--- config.mk ---
export PLATFORM = sky130hd
export DESIGN_NAME = down_timer
export DESIGN_NICKNAME = d
export VERILOG_FILES = /design/src/rtl/down_timer.sv
export SDC_FILE = /design/constraint.sdc
export NUM_CORES = 1
export LEC_CHECK = 0
export CELL_PAD_IN_SITES_DETAIL_PLACEMENT = 0
export CELL_PAD_IN_SITES_GLOBAL_PLACEMENT = 2
export CORE_ASPECT_RATIO = 2
export CORE_MARGIN = 5
export CORE_UTILIZATION = 34
export CTS_BUF_LIST = sky130_fd_sc_hd__clkbuf_2
export DETAILED_ROUTE_END_ITERATION = 8
export HOLD_SLACK_MARGIN = 0.02
export PLACE_DENSITY = 0.95
export SETUP_SLACK_MARGIN = 0.2
export SYNTH_ARGS = -nofsm -noshare
export SYNTH_HDL_FRONTEND = slang
export SYNTH_SLANG_ARGS = --single-unit
--- constraint.sdc ---
create_clock -name clk -period 4.8 [get_ports clk]
set_input_delay 1.2 -clock clk [delete_from_list [all_inputs] [get_ports clk]]
set_output_delay 1.2 -clock clk [all_outputs]
set_load 0.01 [all_outputs]
--- src/rtl/down_timer.sv ---
`default_nettype none
// ============================================================================
// Module      : down_timer
// Description : Loadable down-counter / interval timer. Counts a programmed
//               interval N down to zero and emits a one-cycle terminal-count
//               pulse. One-shot mode stops at zero; periodic mode reloads
//               the interval and keeps running.
// Ports       : clk       rising-edge clock
//               rst_n     asynchronous active-low reset
//               i_load    load i_data into count and reload registers
//                         (takes effect regardless of i_enable)
//               i_enable  count enable; low holds all state
//               i_mode    0 = one-shot, 1 = periodic (auto-reload)
//               i_data    interval value N
//               o_count   current count (registered)
//               o_tc      terminal-count pulse (registered, one cycle)
//               o_busy    high while the timer is running
// Revision    : 1.0 - initial release
// ============================================================================
module down_timer #(
    parameter int WIDTH = 8
) (
    input  logic             clk,
    input  logic             rst_n,
    input  logic             i_load,
    input  logic             i_enable,
    input  logic             i_mode,
    input  logic [WIDTH-1:0] i_data,
    output logic [WIDTH-1:0] o_count,
    output logic             o_tc,
    output logic             o_busy
);

    localparam logic [0:0] S_IDLE = 1'b0;
    localparam logic [0:0] S_RUN  = 1'b1;

    localparam logic [WIDTH-1:0] c_ZERO = '0;
    localparam logic [WIDTH-1:0] c_ONE  = {{(WIDTH-1){1'b0}}, 1'b1};

    logic [0:0]       r_state;
    logic [0:0]       w_state_nxt;
    logic [WIDTH-1:0] r_count;
    logic [WIDTH-1:0] r_reload;
    logic             r_tc;
    logic [WIDTH-1:0] w_count_nxt;
    logic             w_step;
    logic             w_term;

    // An enabled edge while running either decrements or hits terminal count.
    assign w_step = (r_state == S_RUN) && i_enable;
    assign w_term = w_step && (r_count == c_ONE);

    // ------------------------------------------------------------------
    // State register
    // ------------------------------------------------------------------
    always_ff @(posedge clk or negedge rst_n) begin
        if (!rst_n) begin
            r_state <= S_IDLE;
        end else begin
            r_state <= w_state_nxt;
        end
    end

    // ------------------------------------------------------------------
    // Next-state logic. LOAD has priority over the terminal event; a
    // zero load parks the timer in IDLE since there is nothing to count.
    // ------------------------------------------------------------------
    always_comb begin
        w_state_nxt = r_state;
        if (i_load) begin
            w_state_nxt = (i_data != c_ZERO) ? S_RUN : S_IDLE;
        end else if (w_term && !i_mode) begin
            w_state_nxt = S_IDLE;
        end
    end

    // ------------------------------------------------------------------
    // Output decode from registered state
    // ------------------------------------------------------------------
    always_comb begin
        o_busy = (r_state == S_RUN);
    end

    // ------------------------------------------------------------------
    // Count datapath. Periodic mode reloads at the terminal event so
    // the count never shows zero while auto-reloading.
    // ------------------------------------------------------------------
    always_comb begin
        w_count_nxt = r_count;
        if (i_load) begin
            w_count_nxt = i_data;
        end else if (w_term) begin
            w_count_nxt = i_mode ? r_reload : c_ZERO;
        end else if (w_step) begin
            w_count_nxt = r_count - c_ONE;
        end
    end

    always_ff @(posedge clk or negedge rst_n) begin
        if (!rst_n) begin
            r_count  <= '0;
            r_reload <= '0;
            r_tc     <= 1'b0;
        end else begin
            r_count <= w_count_nxt;
            if (i_load) begin
                r_reload <= i_data;
            end
            // A coincident LOAD suppresses the pulse.
            r_tc <= w_term && !i_load;
        end
    end

    assign o_count = r_count;
    assign o_tc    = r_tc;

endmodule
`default_nettype wire
==> summary.txt <==
Worst setup path
  • Req. time, crit path: roughly 5000 ps
  • Worst path max stage delay: roughly 990 ps
  • CP Launch Type: input port
  • CP Cell Sequence: clkdlybuf4s50_1 > inv_1 > and2_1 > a32o_1 > a31oi_1
  • Peak fanout along the critical path: 22
  • CP arrival: between 3000 and 4000 ps
  • Largest delay contributor family on the critical path: buffers and inverters
  • Kind of critical path: input port to flop
  • CP Capture Type: flop
  • Worst path bufs/invs: 2
  • Worst path slowest cell: clkdlybuf4s50_1

STA
  • Min Hold Slack: 535 ps
  • Fmax achieved: 347 MHz
  • Final Setup Violations: 0
  • Unrepaired setup endpoints after global routing: no
  • Final Skew: around 1.0 ps
  • Slew @ Worst Pin: between 800 and 900 ps
  • Slew Limit Fails: 0
  • Final number of hold-violating endpoints: 0
  • Fin crit period: roughly 2900 ps
  • Fin Setup TNS: 0 ps
  • Final period util: 60.0%
  • Slew headroom: 41.0%

Detailed routing
  • Vias after detailed routing: between 900 and 1k
  • Routed wire length: approximately 2700 µm
  • Avg WL per Cell: about 17 µm
  • Final ANT Viol Nets: 0
  • Drt first pass iters: 6
  • Vias per inst: 5.85
  • Initial DRC count: 27
  • DRC viols: 0

Global routing
  • Vias in the first global route: around 950
  • Initial antenna violation count: 0
  • Largest net degree at the start of global routing: 23
  • First-pass GRT wire length: about 4500 µm
  • GR Util All Layers: between 10% and 20%
  • Total global routing overflow: 0

Logic synthesis
  • Syn Area/Cell: 9.52 µm²
  • Cell count after synthesis: between 100 and 150
  • Yosys top cell by area: dfrtp_1
  • Synth unique cells: 36
  • Yosys top cell area share: about 43%
  • Synth Flop Type: dfrtp_1
  • EDFF count, synth: 0
  • Sequential area share after synthesis: a little over two fifths
  • Ys Warns: 0
  • Syn Std Cell Area: 0.00104 mm²
  • Largest cells by area after synthesis: dfrtp_1 43%, mux2_2 4.3%, nand3_1 3.9%
  • Asr flop ratio synth: 100%
  • Mapped Nets: 124
  • Yosys reg bits: 18

Place
  • GP Congestion: a little under 0.8
  • Placed cell area: between 0.001 and 0.0015 mm²
  • I/O Buffers: 22
  • HPWL Detailed: about 2000 µm
  • DP Cell Count: around 160

Cells and area
  • Area Overhead vs Synth: 24.0%
  • Final Non-Filler Cells: ~160
  • Final Cell Area: about 0.0013 mm²
  • # diodes: 0
  • Share of layout cells above drive strength 1: under 10%
  • Fillers: approximately 310
  • Layout Nets: approximately 150

Clock network
  • CTS Root Cell: clkbuf_2
  • CTS tree: built
  • Postcts setup bufs: 0
  • CTS Buffer Depth: 2
  • TritonCTS Buffers: 3
  • Clock Latency Late Sink: 310 ps
  • # resized after CTS: 0
  • Clock Sinks: 18
  • H-tree depth: 1
  • Clock transition at path regs: about 170 ps
  • Hold Buf Count CTS: 0

Power and ir drop
  • Power, Total: roughly 0.35 mW
  • Maximum VDD drop: between 0.15 and 0.2 mV
  • PD cells: approximately 270 mW/mm²
  • Leak Pwr: 0.517 nW

Die
  • Initial core utilization: 35.2%
  • Placement Rows: 28
  • Die width: slightly below 50 µm
  • I/O pin count: 23
  • Core area: between 0.002 and 0.003 mm²
  • DIE AREA: 0.00432 mm²
  • Die Y: approximately 90 µm

Status
  • Status: completed

Flow run
  • Maxcap violations: 0

Hold path
  • Min-delay worst type: flop to flop
[cell usage after synthesis, types with 2 or more instances]
cell type	number
nand4_1	4
dfrtp_1	18
o21ai_0	8
nand3_1	8
nand2_1	10
and2_1	2
inv_1	8
nor2_1	4
ha_1	2
nor2b_1	2
nor4_1	2
a21oi_1	2
clkbuf_1	4
mux2_2	4
a22oi_1	4
xor2_1	4
a211oi_1	2
a31oi_1	3
[worst paths after layout]
| check | from | to | slack, ps | cells past startpoint |
|---|---|---|---|---|
| max reg2reg | o_count[1] | o_count[1] | 2970 | 6 |
| max | i_load | o_count[5] | 1920 | 5 |
| min in group asynchronous | rst_n | r_reload[7] | 1360 | 1 |
| min reg2reg | r_reload[3] | r_reload[3] | 530 | 1 |
| max in group asynchronous | rst_n | r_reload[3] | 2910 | 1 |
| min | r_reload[3] | r_reload[3] | 530 | 1 |
[metrics by stage]
| stage | worst slack (ps) | util (%) |
|---|---|---|
| after floorplan | 2620 | - |
| after detailed placement | 1590 | 43.2 |
| final | 1920 | 43.7 |
| after CTS | 1910 | 43.7 |
| after global placement | 1640 | 43.2 |
| after global routing | 1790 | 43.7 |
[routing by layer]
layer	share of wire, %	wire length [µm]	GRT usage [%]	vias up
met4	2.0	54	5.15	0
met3	5.6	149	2.21	9
li1	-	-	-	440
met5	0	0	0	-
met2	52	1390	23.7	32
met1	40	1060	15.1	444
[cell usage in the layout (no fill, tap or decap), drive strengths merged, types with 2 or more instances in the layout]
| cell | instances |
|---|---|
| clkdlybuf4s50 | 22 |
| dfrtp | 18 |
| nand2 | 10 |
| inv | 8 |
| nand3 | 8 |
| o21ai | 8 |
| nor2 | 4 |
| mux2 | 4 |
| xor2 | 4 |
| a22oi | 4 |
| nand4 | 4 |
| a31oi | 3 |
| clkbuf | 3 |
| nor4 | 3 |
| and2 | 2 |
| nor2b | 2 |
| a21oi | 2 |
| a211oi | 2 |
| ha | 2 |
| nor3b | 2 |
| and3 | 2 |
[final cells by class]
cell class | instances | area [µm²] | area share [%]
multi-input cells | 77 | 533 | 41.4
repair buffers | 22 | 220 | 17.1
flip-flops and latches | 18 | 450 | 35.0
clock buffers | 3 | 15.0 | 1.17
well taps | 30 | 37.5 | 2.92
inverters | 8 | 30.0 | 2.33
[power breakdown]
group / internal [mW] / leakage, nW / total [mW] / switching (mW)
logic: 0.0495 / 0.290 / 0.0949 / 0.0454
clock network: 0.0170 / 0.0125 / 0.0656 / 0.0486
registers: 0.166 / 0.214 / 0.188 / 0.0211
total: 0.233 / 0.517 / 0.348 / 0.115
[sequential cells by signal, summed over array words and instances (netlist names)]
signal and flops:
o_busy 1, o_tc 1, o_count 8, r_reload 8
[cells by family after synthesis]
family / after synthesis / share of synthesized area, %
AND/OR/NAND/NOR: 41 / 23.5
buffers and inverters: 14 / 5.19
multiplexers: 4 / 4.34
XOR/XNOR: 4 / 3.38
AO/OA/AOI/OAI: 26 / 17.7
adder cells (fa/ha/maj): 2 / 2.41
flip-flops: 18 / 43.4
[worst register-to-register path: cells and delay by family, from the launching register on]
kind / cells / cell delay [ps]
simple gates: 2 / 660
flops: 1 / 450
compound gates: 2 / 370
fa+ha+maj: 1 / 190
buf+inv: 1 / 90
Note: power is estimated with default switching activity, not from simulation.
